`config.mk`:
```
export PLATFORM = sky130hd
export DESIGN_NAME = xdma_stream_demux_flat
export DESIGN_NICKNAME = d
export VERILOG_FILES = /design/src/rtl/xdma_pkg.sv /design/src/rtl/xdma_stream_demux_if.sv /design/src/rtl/xdma_stream_demux.sv /design/src/flat_wrapper.sv
export SDC_FILE = /design/constraint.sdc
export NUM_CORES = 1
export LEC_CHECK = 0
export CORE_UTILIZATION = 44
export DETAILED_ROUTE_END_ITERATION = 7
export PLACE_DENSITY = 0.86
export REMOVE_ABC_BUFFERS = 1
export SETUP_SLACK_MARGIN = 0.02
export SYNTH_ARGS = -nofsm -noshare
export SYNTH_HDL_FRONTEND = slang
export SYNTH_SLANG_ARGS = --single-unit
export TNS_END_PERCENT = 10
```
`constraint.sdc`:
```
create_clock -name clk_i -period 6.3 [get_ports clk_i]
set_input_delay 1.89 -clock clk_i [delete_from_list [all_inputs] [get_ports clk_i]]
set_output_delay 1.89 -clock clk_i [all_outputs]
set_load 0.02 [all_outputs]
```
`src/rtl/xdma_pkg.sv`:
```
`default_nettype none
// ============================================================================
// Module  : xdma_pkg
// Brief   : Shared xdma types, constants and index-width helper.
// Revision: 1.0  initial release
// ============================================================================
package xdma_pkg;

   typedef enum logic [1:0] {
      DMX_IDLE = 2'd0,
      DMX_BUSY = 2'd1,
      DMX_DROP = 2'd2
   } xdma_demux_state_e;

   localparam int unsigned c_pkt_cnt_w = 16;

   // A single channel still needs a 1-bit index so the port never collapses.
   function automatic int unsigned dmx_idx_w(input int unsigned n);
      return (n > 1) ? $clog2(n) : 1;
   endfunction

endpackage
`default_nettype wire

```
`src/rtl/xdma_stream_demux_if.sv`:
```
`default_nettype none
// ============================================================================
// Module  : xdma_stream_demux_if
// Brief   : Inbound stream plus N-way outbound channel bundle for the demux.
// Revision: 1.0  initial release
// ============================================================================
interface xdma_stream_demux_if
   import xdma_pkg::*;
#(
   parameter int N      = 4,
   parameter int DATA_W = 64
);
   localparam int LOG_N_INP = dmx_idx_w(N);

   logic                 in_valid_i;
   logic                 in_ready_o;
   logic [DATA_W-1:0]    in_data_i;
   logic [LOG_N_INP-1:0] in_idx_i;
   logic                 in_last_i;
   logic [N-1:0]         out_valid_o;
   logic [N-1:0]         out_ready_i;
   logic [DATA_W-1:0]    out_data_o;
   logic                 out_last_o;

   // Master: upstream producer and downstream consumers as seen from outside.
   modport master (
      output in_valid_i, in_data_i, in_idx_i, in_last_i, out_ready_i,
      input  in_ready_o, out_valid_o, out_data_o, out_last_o
   );

   modport slave (
      input  in_valid_i, in_data_i, in_idx_i, in_last_i, out_ready_i,
      output in_ready_o, out_valid_o, out_data_o, out_last_o
   );

endinterface
`default_nettype wire

```
`src/rtl/xdma_stream_demux.sv`:
```
`default_nettype none
// ============================================================================
// Module  : xdma_stream_demux
// Brief   : Routes a packetised valid/ready stream to one of N channels,
//           destination locked per packet, single registered output slot.
// Revision: 1.0  initial release
// ============================================================================
module xdma_stream_demux
   import xdma_pkg::*;
#(
   parameter int N      = 4,
   parameter int DATA_W = 64
) (
   input  wire logic                   clk_i,
   input  wire logic                   rst_i,
   xdma_stream_demux_if.slave          bus,
   output logic                        err_o,
   output logic [c_pkt_cnt_w-1:0]      pkt_cnt_o
);

   localparam int LOG_N_INP = dmx_idx_w(N);
   localparam logic [LOG_N_INP:0] c_n = (LOG_N_INP+1)'(N);

   xdma_demux_state_e        r_state;
   logic [LOG_N_INP-1:0]     r_dest;
   logic                     r_slot_valid;
   logic [DATA_W-1:0]        r_slot_data;
   logic                     r_slot_last;
   logic [LOG_N_INP-1:0]     r_slot_dest;
   logic                     r_err;
   logic [c_pkt_cnt_w-1:0]   r_pkt_cnt;

   logic                     w_dest_ready;
   logic                     w_in_ready;
   logic                     w_accept;
   logic                     w_drain;
   logic                     w_idx_ok;
   logic [LOG_N_INP-1:0]     w_first_dest;

   // Only the slot's own channel may stall the input; other readies are ignored.
   always_comb begin
      w_dest_ready = 1'b0;
      for (int k = 0; k < N; k++) begin
         if (r_slot_dest == LOG_N_INP'(k)) begin
            w_dest_ready = bus.out_ready_i[k];
         end
      end
   end

   assign w_drain      = r_slot_valid && w_dest_ready;
   assign w_in_ready   = (r_state == DMX_DROP) || !r_slot_valid || w_dest_ready;
   assign w_accept     = bus.in_valid_i && w_in_ready;
   assign w_idx_ok     = (N == 1) ? 1'b1 : ({1'b0, bus.in_idx_i} < c_n);
   assign w_first_dest = (N == 1) ? '0 : bus.in_idx_i;

   always_ff @(posedge clk_i) begin
      if (rst_i) begin
         r_state      <= DMX_IDLE;
         r_dest       <= '0;
         r_slot_valid <= 1'b0;
         r_slot_data  <= '0;
         r_slot_last  <= 1'b0;
         r_slot_dest  <= '0;
         r_err        <= 1'b0;
         r_pkt_cnt    <= '0;
      end else begin
         r_err <= 1'b0;

         if (w_drain) begin
            r_slot_valid <= 1'b0;
            if (r_slot_last) begin
               r_pkt_cnt <= r_pkt_cnt + 1'b1;
            end
         end

         // A load in the same cycle as a drain overrides the clear above.
         case (r_state)
            DMX_IDLE: begin
               if (w_accept) begin
                  if (w_idx_ok) begin
                     r_dest       <= w_first_dest;
                     r_slot_valid <= 1'b1;
                     r_slot_data  <= bus.in_data_i;
                     r_slot_last  <= bus.in_last_i;
                     r_slot_dest  <= w_first_dest;
                     r_state      <= bus.in_last_i ? DMX_IDLE : DMX_BUSY;
                  end else begin
                     r_err   <= 1'b1;
                     r_state <= bus.in_last_i ? DMX_IDLE : DMX_DROP;
                  end
               end
            end
            DMX_BUSY: begin
               if (w_accept) begin
                  r_slot_valid <= 1'b1;
                  r_slot_data  <= bus.in_data_i;
                  r_slot_last  <= bus.in_last_i;
                  r_slot_dest  <= r_dest;
                  if (bus.in_last_i) begin
                     r_state <= DMX_IDLE;
                  end
               end
            end
            DMX_DROP: begin
               if (w_accept && bus.in_last_i) begin
                  r_state <= DMX_IDLE;
               end
            end
            default: begin
               r_state <= DMX_IDLE;
            end
         endcase
      end
   end

   for (genvar k = 0; k < N; k++) begin : g_out_valid
      assign bus.out_valid_o[k] = r_slot_valid && (r_slot_dest == LOG_N_INP'(k));
   end

   assign bus.in_ready_o = w_in_ready;
   assign bus.out_data_o = r_slot_data;
   assign bus.out_last_o = r_slot_last;
   assign err_o          = r_err;
   assign pkt_cnt_o      = r_pkt_cnt;

endmodule
`default_nettype wire

```
`src/flat_wrapper.sv`:
```
// flat-port wrapper written by rule: the top's interface ports become plain ports
module xdma_stream_demux_flat import xdma_pkg::*;
#(
   parameter int N      = 4,
   parameter int DATA_W = 64
)
  (clk_i, rst_i, err_o, pkt_cnt_o, bus_in_valid_i, bus_in_data_i, bus_in_idx_i, bus_in_last_i, bus_out_ready_i, bus_in_ready_o, bus_out_valid_o, bus_out_data_o, bus_out_last_o);
  xdma_stream_demux_if #(.N(N), .DATA_W(DATA_W)) bus_i ();
  input  wire logic clk_i;
  input  wire logic rst_i;
  output logic err_o;
  output logic [c_pkt_cnt_w-1:0] pkt_cnt_o;
  input wire logic [$bits(bus_i.in_valid_i)-1:0] bus_in_valid_i;
  input wire logic [$bits(bus_i.in_data_i)-1:0] bus_in_data_i;
  input wire logic [$bits(bus_i.in_idx_i)-1:0] bus_in_idx_i;
  input wire logic [$bits(bus_i.in_last_i)-1:0] bus_in_last_i;
  input wire logic [$bits(bus_i.out_ready_i)-1:0] bus_out_ready_i;
  output wire logic [$bits(bus_i.in_ready_o)-1:0] bus_in_ready_o;
  output wire logic [$bits(bus_i.out_valid_o)-1:0] bus_out_valid_o;
  output wire logic [$bits(bus_i.out_data_o)-1:0] bus_out_data_o;
  output wire logic [$bits(bus_i.out_last_o)-1:0] bus_out_last_o;
  assign bus_i.in_valid_i = bus_in_valid_i;
  assign bus_i.in_data_i = bus_in_data_i;
  assign bus_i.in_idx_i = bus_in_idx_i;
  assign bus_i.in_last_i = bus_in_last_i;
  assign bus_i.out_ready_i = bus_out_ready_i;
  assign bus_in_ready_o = bus_i.in_ready_o;
  assign bus_out_valid_o = bus_i.out_valid_o;
  assign bus_out_data_o = bus_i.out_data_o;
  assign bus_out_last_o = bus_i.out_last_o;
  xdma_stream_demux #(.N(N), .DATA_W(DATA_W)) u_core (.clk_i(clk_i), .rst_i(rst_i), .bus(bus_i), .err_o(err_o), .pkt_cnt_o(pkt_cnt_o));
endmodule
```
Word level (Yosys, flattened, before mapping)
Index checks and enable logic that the tools add are counted.
- output and inout bits: 87
- bits of input ports: 74
- register bits: 88
- word-level logic and storage cells: 52
- $add $sub $neg: 1
- mux-type cells: 16
- reduce and logical (&&, ||, !) cells: 19
- eq/ne operators: 9
- operators by type and width (kind ; number):
    adder 16 x 1 -> 16 bit (second input constant) ; 1
    2-to-1 mux 2 bit ; 6
    2-to-1 mux 1 bit ; 8
    logical AND 1 bit ; 7
    equality test 2 bit (second input constant) ; 3
    one-hot mux 2 bit (3 select lines) ; 1
    AND reduction 2 bit ; 3
    equality test 2 x 1 -> 1 bit (second input constant) ; 2
    zero test 2 bit ; 2
    inequality test 2 x 1 -> 1 bit (second input constant) ; 2
    inequality test 2 bit (second input constant) ; 2
    one-hot mux 2 bit (2 select lines) ; 1
    AND reduction 4 bit ; 1
    AND reduction 3 bit ; 1
    logical OR 1 bit ; 2
    nonzero test 2 bit ; 1
    OR reduction 2 bit ; 1
    zero test 1 bit ; 1

Longest topological paths before layout
Gate-level depths: netlist of run 1.
- word-level depth: 10
- mapped depth: 7
- depth with buffers taken out: 5

Worst setup path before layout of run 1
Ideal clock, no wire load.
- kind: input port to output port
- start: input bus_out_ready_i[3]
- end: output bus_in_ready_o
- stages: 3
- buffers on the path: 1
- arrival time: 2.793 ns
- setup slack: 1.617 ns
- data required time: 4.410 ns
- path through: mux4_2 > buf_6 > nand2b_1
- cells in the longest elaborated chain, start to end: 2
- ends and longest elaborated chain (what ; RTL line ; source):
    start, declared ; flat_wrapper.sv:17 ; input wire logic [$bits(bus_i.out_ready_i)-1:0] bus_out_ready_i;
    2-to-1 mux 1 bit ; xdma_stream_demux.sv:44 ; if (r_slot_dest == LOG_N_INP'(k)) begin
    logical OR 1 bit ; xdma_stream_demux.sv:51 ; assign w_in_ready = (r_state == DMX_DROP) || !r_slot_valid || w_dest_ready;
    end, declared ; flat_wrapper.sv:18 ; output wire logic [$bits(bus_i.in_ready_o)-1:0] bus_in_ready_o;
No other way between the ends.

Worst setup path in the final report of run 1
Same ends and word-level chain as after synthesis.

==> impl_metrics.ini, run 1 <==
[status]
status = finished clean

[drt]
wl_per_cell_um = 13.36
wl_um = 8748
ant_nets = 0
remaining_drc_errors = 0
dr.pass1.iters = 4
viasPerCell = 5.018
vias = 3287
drt-initial-drc-count = 116

[yosys]
syn_area_um2 = 3327
synth_cells = 407
ys_seq_area_share_pct = 52.35
ys_seq_elements = 87
ys_warn_count = 0
postSynthAreaPerCell_um2 = 8.174
synth.distinct_cells = 34

[sta]
setup_viol = 0
tightest_slew_ps = 957.9
drv_slew = 0
fmax_mhz = 178.4
hold_viol = 0
rsz0062_at_grt = no
period_minus_slack_ps = 5605
finalCritPeriodShare_pct = 88.97
relSlewSlack_pct = 35.90
finalSetupTns_ps = 0
finClkSkew_ps = 8.099
hold_slack_ps = 456.0

[final_layout]
synthToLayoutAreaGrowth_pct = 54.08
fillers = 595
ff_latch_area_um2 = 1742
fin_nets = 626
n_antenna_cell = 0
fin_area_um2 = 5126
multi_input_area_um2 = 1424
drive_gt1_share_pct = 5.036
utilization_pct = 70.30

[pwr]
p_sw_mw = 0.3171
pwr-share-comb_pct = 17.8
p_leak_nw = 1.887
clkPwrFrac_pct = 33.6
power_density_nw_per_um2 = 239.4
cell_internal_pwr_mw = 0.9103
ir_drop_v = 0.0001390
swShare_pct = 25.83
p_seq_share_pct = 48.6
total_power_mw = 1.227

[worst_setup_path]
path_class = in -> out
critical_path.max_fanout = 12
worstReg2RegStart = u_core.r_slot_dest[0]$_SDFFE_PP0P_
cp-end-kind = primary output
crit_path_start = bus_out_ready_i[3]
worst_setup_path_start_kind = primary input
crit_arrival_ps = 3720
cp_data_required_time_ps = 4410

[die]
die_y_um = 88.96
start_util_pct = 45.62
die_w_um = 88.96
die_area_um2 = 7913
core_area_um2 = 7292
num_rows = 31
io-pin-count = 161

[grt]
grt_pass1_vias = 3156
grt_max_degree = 88
grt_pass1_wl_um = 13640
grtUsageTotal_pct = 22.06
antenna_found_initial = 0
grt_overflow = 0

[worst_hold_path]
hold_path.startpoint = u_core.bus.out_data_o[47]$_SDFFE_PP0P_
hp-class = reg -> reg

[clock_tree]
root_buffer = clkbuf_8
htreeDepth = 3
cts_hold_buf = 0
cts_tree = done
clk_latency_ps = 340
cts.clk_slew.worst_paths_ps = 80
clock_sinks = 87
post_cts_buffers = 0
cts_buffers = 9
ctsResizeCount = 0
cts_buffer_depth = 2

[place]
place_area_um2 = 4913
place.gp.congestion = 0.8051
dp_hpwl_um = 6097
port_buffers = 159

[flow_run]
maxCapViolations = 0
cells by family after synthesis:
family	Yosys count	synth area share (%)
adder cells (fa/ha/maj)	1	0.3760
other	1	0.1127
AND/OR/NAND/NOR	183	23.77
buffers and inverters	33	5.114
AO/OA/AOI/OAI	92	15.16
flip-flops	87	52.35
multiplexers	3	1.279
XOR/XNOR	7	1.843
worst paths after layout:
path / to / slack, ps / cells after the start
max reg2reg: u_core.r_dest[1]$_SDFFE_PP0P_ / 3570 / 5
min reg2reg: u_core.bus.out_data_o[47]$_SDFFE_PP0P_ / 460 / 2
min: u_core.bus.out_data_o[47]$_SDFFE_PP0P_ / 460 / 2
max: bus_in_ready_o / 690 / 4
worst max-delay path, cell delays in order:
cell and delay (ps):
clkdlybuf4s50_1 390, mux4_2 630, nand2b_1 230, clkdlybuf4s50_1 570
sequential cells by signal, indices dropped and copies added (netlist names):
register               count
u_core.bus.out_last_o      1
u_core.bus.out_data_o     64
u_core.r_slot_valid        1
u_core.r_slot_dest         2
u_core.pkt_cnt_o          16
u_core.r_dest              2
u_core.r_state             1
routing by layer:
metal	global-route usage, %	vias to the layer above	share of wire, %
li1	-	1635	-
met1	23.57	1535	40
met5	0	-	0
met2	40.49	106	51
met4	8.081	0	1.4
met3	7.387	11	7.1
cell usage after synthesis (all sizes together):
cell type	n	share of area [%]
nand4	7	1.5
nand2b	1	0.19
xor2	6	1.6
ha	1	0.38
xnor2	1	0.26
conb	1	0.11
nor2	12	1.4
o21a	1	0.23
dfxtp	87	52
a21oi	77	12
o21ai	5	0.87
and4	2	0.53
clkbuf	14	1.6
or4	6	1.4
nand2	139	16
a211oi	3	1.1
or3	2	0.38
inv	4	0.45
nand3b	2	0.45
o31ai	6	1.4
and2	3	0.56
buf	15	3.1
mux2i	2	0.60
nand3	3	0.45
or2	1	0.19
mux4	1	0.68
and3	4	0.75
nor3	1	0.15
cell usage in the layout, fill, tap and decap left out, types with 2 or more instances in the layout:
cell type and instances:
mux2i_1 2, nand2_1 138, a211oi_2 3, o21ai_0 4
clkinvlp_4 2, or4_1 6, clkdlybuf4s50_1 158, dfxtp_1 87
and4_1 2, buf_4 3, nor2_1 12, xor2_1 6
nand4_1 6, nand3_1 3, and3_1 4, a21oi_1 77
inv_1 4, or3_1 2, o31ai_1 6, clkbuf_8 9
and2_1 3, clkinv_2 2, bufinv_16 2, nand3b_1 2
power by group through the flow:
stage | clock network, mW | registers (mW) | logic [mW]
3_3_place_gp | 0 | 0.608 | 0.215
6_report | 0.412 | 0.597 | 0.218
4_1_cts | 0.418 | 0.597 | 0.220
3_5_place_dp | 0 | 0.610 | 0.219
5_1_grt | 0.448 | 0.601 | 0.236
2_1_floorplan | 0 | 0.640 | 0.0599
metrics by stage:
stage | setup slack [ps] | std cells
floorplan | 1639 | 378
global placement | 745.4 | 639
detailed placement | 707.6 | 639
CTS | 687.0 | 655
global route | 633.9 | 655
finish | 694.6 | 655
area by class of cell:
class | instances | area share [%]
clock buffer | 10 | 2.490
clock inverter | 6 | 1.660
inverter | 4 | 0.2929
multi-input combinational | 287 | 27.78
sequential | 87 | 33.98
tap | 99 | 2.416
timing repair buffer | 162 | 31.39
No activity file was read; power rests on OpenSTA's default activity.
==> run 2: changes to the inputs <==
--- a/config.mk
+++ b/config.mk
@@ -7,6 +7,7 @@
 export LEC_CHECK = 0
 export CORE_UTILIZATION = 44
 export DETAILED_ROUTE_END_ITERATION = 7
+export MAX_ROUTING_LAYER = met4
 export PLACE_DENSITY = 0.86
 export REMOVE_ABC_BUFFERS = 1
 export SETUP_SLACK_MARGIN = 0.02
==> run 2 against run 1 <==
Compared with the run above:
- clock power hardly changed
- die area stayed put
- critical path type unchanged
- power is 0.14% higher
- largest power group unchanged
- critical endpoint unchanged
- clock skew hardly changed
- sequential power hardly changed
- fmax hardly changed
- clock-buffer cell count stayed put
- wire length is 0.11% higher
- final cell count stayed put
- critical path depth stayed put
==> impl_metrics.ini, run 2 (synthesis results as in run 1) <==
[status]
status = finished clean

[place]
dp_hpwl_um = 6097
place.gp.congestion = 0.8169
port_buffers = 159
place_area_um2 = 4913

[final_layout]
utilization_pct = 70.30
n_antenna_cell = 0
synthToLayoutAreaGrowth_pct = 54.08
fin_area_um2 = 5126
multi_input_area_um2 = 1424
fillers = 595
fin_nets = 626
largest_reg_flops = 64
final_cell_mix = 158 x clkdlybuf4s50_1, 138 x nand2_1, 87 x dfxtp_1, 77 x a21oi_1, 12 x nor2_1
ff_latch_area_um2 = 1742
drive_gt1_share_pct = 5.036
layout_commonest_cell = clkdlybuf4s50_1

[drt]
met1Wirelength_um = 3573
viasPerCell = 5.067
remaining_drc_errors = 0
wl_met3_um = 573
routed.top_layer = met4
wl_met2_um = 4492
dr.pass1.iters = 5
ant_nets = 0
wl_per_cell_um = 13.37
vias = 3319
drt-initial-drc-count = 114
wl_um = 8758

[sta]
setup_viol = 0
hold_viol = 0
period_minus_slack_ps = 5606
rsz0062_at_grt = no
finalCritPeriodShare_pct = 88.99
fmax_mhz = 178.4
finClkSkew_ps = 8.437
tightest_slew_ps = 957.5
drv_slew = 0
finalSetupTns_ps = 0
relSlewSlack_pct = 35.93

[grt]
grt_max_degree = 88
grt_pass1_wl_um = 13630
grt_pass1_vias = 3155
grt_overflow = 0
antenna_found_initial = 0
grtUsageTotal_pct = 22.72

[die]
die_y_um = 88.96
num_rows = 31
start_util_pct = 45.62
core_area_um2 = 7292
die_area_um2 = 7913
die_w_um = 88.96
io-pin-count = 161

[clock_tree]
htreeDepth = 3
cts_tree = done
root_buffer = clkbuf_8
post_cts_buffers = 0
clk_latency_ps = 340
clock_sinks = 87
cts_buffer_depth = 2
cts_buffers = 9
ctsResizeCount = 0
cts_hold_buf = 0
cts.clk_slew.worst_paths_ps = 80

[worst_setup_path]
crit_path_start = bus_out_ready_i[3]
crit_arrival_ps = 3720
reg2reg_slack_ps = 3570
worst_setup_path_start_kind = primary input
critical_path.max_fanout = 12
reg2regPathDepth = 5
cp_data_required_time_ps = 4410
worstReg2RegStart = u_core.r_slot_dest[0]$_SDFFE_PP0P_
cp-end-kind = primary output
reg2reg_to = u_core.r_dest[1]$_SDFFE_PP0P_
path_class = in -> out

[worst_hold_path]
min_to = u_core.bus.out_data_o[47]$_SDFFE_PP0P_
hp-class = reg -> reg
hold_path.startpoint = u_core.bus.out_data_o[47]$_SDFFE_PP0P_
whs_path_depth = 2

[pwr]
p_leak_nw = 1.887
power_density_nw_per_um2 = 239.8
total_power_mw = 1.229
ir_drop_v = 0.0001390

[flow_run]
maxCapViolations = 0
run 2: worst max-delay path: stages:
cell,delay [ps]
clkdlybuf4s50_1,390
mux4_2,630
nand2b_1,230
clkdlybuf4s50_1,570
run 2: layout make-up:
type	instances	area share, %
repair buffers	162	31.39
clock inverters	6	1.660
well taps	99	2.416
clock buffers	10	2.490
flip-flops and latches	87	33.98
inverters	4	0.2929
multi-input cells	287	27.78
run 2: worst max-delay path by stage:
stage	cells after the start	slack, ps	endpoint
after floorplan	2	1640	bus_in_ready_o
after global placement	4	750	bus_in_ready_o
after detailed placement	4	710	bus_in_ready_o
after CTS	4	690	bus_in_ready_o
after global routing	4	630	bus_in_ready_o
final	4	690	bus_in_ready_o
run 2: stage by stage:
step	instances	hold WS (ps)	worst slack, ps
final	655	456.0	693.9
after global routing	655	472.9	633.9
after CTS	655	457.2	687.0
after detailed placement	639	445.5	707.6
after global placement	639	440.8	745.4
after floorplan	378	447.3	1639
run 2: layer usage:
layer	GRT usage (%)	vias to the layer above
met4	8.081	0
li1	-	1634
met3	6.464	11
met1	24.09	1568
met5	-	-
met2	40.49	106
run 2: report_power, final:
part / switching, mW / leakage [nW] / total (mW) / internal, mW
clock: 0.192 / 0.102 / 0.414 / 0.222
combinational: 0.109 / 1.07 / 0.218 / 0.109
sequential: 0.0178 / 0.713 / 0.597 / 0.579
total: 0.319 / 1.89 / 1.23 / 0.910
==> run 3: changes to the inputs <==
--- a/config.mk
+++ b/config.mk
@@ -5,6 +5,7 @@
 export SDC_FILE = /design/constraint.sdc
 export NUM_CORES = 1
 export LEC_CHECK = 0
+export CORE_MARGIN = 8
 export CORE_UTILIZATION = 44
 export DETAILED_ROUTE_END_ITERATION = 7
 export MAX_ROUTING_LAYER = met4
==> constraint.sdc (replaced) <==
create_clock -name clk_i -period 6.3 [get_ports clk_i]
set_input_delay 1.89 -clock clk_i [delete_from_list [all_inputs] [get_ports clk_i]]
set_output_delay 1.89 -clock clk_i [all_outputs]
set_load 0.05 [all_outputs]
==> run 3 against run 2 <==
Compared with the run above:
- fmax shrank 2.3%
- cell area grew 0.20%
- register-to-register slack gained 30 ps
- global-route usage shrank 3.8 points
- clock-buffer cell count grew 1
- hold slack gained 0.75 ps
- critical path depth is the same
- non-clock buffer count is the same
- setup slack lost 130 ps
- critical endpoint unchanged
- combinational power grew 30%
- wire length grew 13%
- sequential power is essentially flat
==> impl_metrics.ini, run 3 (synthesis results as in run 1) <==
[final_layout]
drive_gt1_share_pct = 5.036
n_antenna_cell = 0
synthToLayoutAreaGrowth_pct = 54.38
multi_input_area_um2 = 1424
fillers = 601
fin_nets = 626
ff_latch_area_um2 = 1742
largest_reg_flops = 64
layout_commonest_cell = clkdlybuf4s50_1
final_cell_mix = 158 x clkdlybuf4s50_1, 138 x nand2_1, 87 x dfxtp_1, 77 x a21oi_1, 12 x nor2_1
fin_area_um2 = 5136

[grt]
grt_overflow = 0
antenna_found_initial = 0
grtUsageTotal_pct = 18.89
grt_pass1_wl_um = 15350
grt_max_degree = 88
grt_pass1_vias = 3245

[sta]
period_minus_slack_ps = 5739
rsz0062_at_grt = no
hold_slack_ps = 456.7
finalCritPeriodShare_pct = 91.10
finalSetupTns_ps = 0
fmax_mhz = 174.2
drv_slew = 0
setup_viol = 0
hold_viol = 0
finClkSkew_ps = 6.203
tightest_slew_ps = 909.5
relSlewSlack_pct = 39.37

[die]
die_w_um = 103.0
core_area_um2 = 7292
die_area_um2 = 10600
num_rows = 31
die_y_um = 103.0
start_util_pct = 45.62
io-pin-count = 161

[drt]
vias = 3286
drt-initial-drc-count = 125
wl_per_cell_um = 15.17
wl_um = 9936
remaining_drc_errors = 0
dr.pass1.iters = 5
viasPerCell = 5.017
ant_nets = 0

[clock_tree]
cts_hold_buf = 0
clk_latency_ps = 350
cts.clk_slew.worst_paths_ps = 80
root_buffer = clkbuf_8
ctsResizeCount = 0
cts_buffer_depth = 2
post_cts_buffers = 0
clock_sinks = 87
htreeDepth = 3
cts_tree = done
cts_buffers = 9

[status]
status = finished clean

[pwr]
power_density_nw_per_um2 = 254.9
total_power_mw = 1.309
ir_drop_v = 0.0001485
p_leak_nw = 1.894

[worst_setup_path]
critical_path.max_fanout = 12
path_class = in -> out
worst_setup_path_start_kind = primary input
cp-end-kind = primary output
cp_data_required_time_ps = 4410
crit_arrival_ps = 3850

[place]
place_area_um2 = 4913
place.gp.congestion = 0.7989
dp_hpwl_um = 7247
port_buffers = 159

[flow_run]
maxCapViolations = 0

[worst_hold_path]
hp-class = reg -> reg
## run 3: stage by stage
| step | setup slack [ps] | instances | utilization (%) |
|---|---|---|---|
| 6_report | 560.7 | 655 | 70.44 |
| 5_1_grt | 509.4 | 655 | 70.44 |
| 4_1_cts | 552.7 | 655 | 70.44 |
| 3_5_place_dp | 549.5 | 639 | 67.38 |
| 3_3_place_gp | 580.8 | 639 | 67.38 |
| 2_1_floorplan | 1485 | 378 | - |
## run 3: metal layers
| metal | vias to the layer above | global-route usage, % | part of all wire [%] |
|---|---|---|---|
| li1 | 1632 | - | - |
| met1 | 1510 | 20.06 | 39 |
| met2 | 133 | 32.70 | 51 |
| met3 | 11 | 6.347 | 8.8 |
| met4 | 0 | 5.339 | 1.2 |
| met5 | - | - | 0 |
## run 3: area by class of cell
class | instances | share of cell area, %
flip-flops and latches | 87 | 33.91
repair buffers | 162 | 31.33
multi-input cells | 287 | 27.72
clock buffers | 11 | 2.753
well taps | 99 | 2.412
clock inverters | 5 | 1.583
inverters | 4 | 0.2923
## run 3: path summary, 6_finish.rpt
check / to / slack [ps] / cells past startpoint / from
worst min-delay path: u_core.bus.out_data_o[59]$_SDFFE_PP0P_ / 460 / 2 / u_core.bus.out_data_o[59]$_SDFFE_PP0P_
worst max register to register: u_core.bus.out_data_o[6]$_SDFFE_PP0P_ / 3600 / 5 / u_core.r_slot_dest[0]$_SDFFE_PP0P_
worst max-delay path: bus_in_ready_o / 560 / 4 / bus_out_ready_i[3]
worst min register to register: u_core.bus.out_data_o[59]$_SDFFE_PP0P_ / 460 / 2 / u_core.bus.out_data_o[59]$_SDFFE_PP0P_
## run 3: power by group
part | switching (mW) | internal, mW
logic | 0.174 | 0.108
clock network | 0.195 | 0.234
registers | 0.0176 | 0.579
## run 3: critical path, stage by stage
cell and delay [ps]:
clkdlybuf4s50_1 390, mux4_2 630, nand2b_1 220, clkdlybuf4s50_1 720
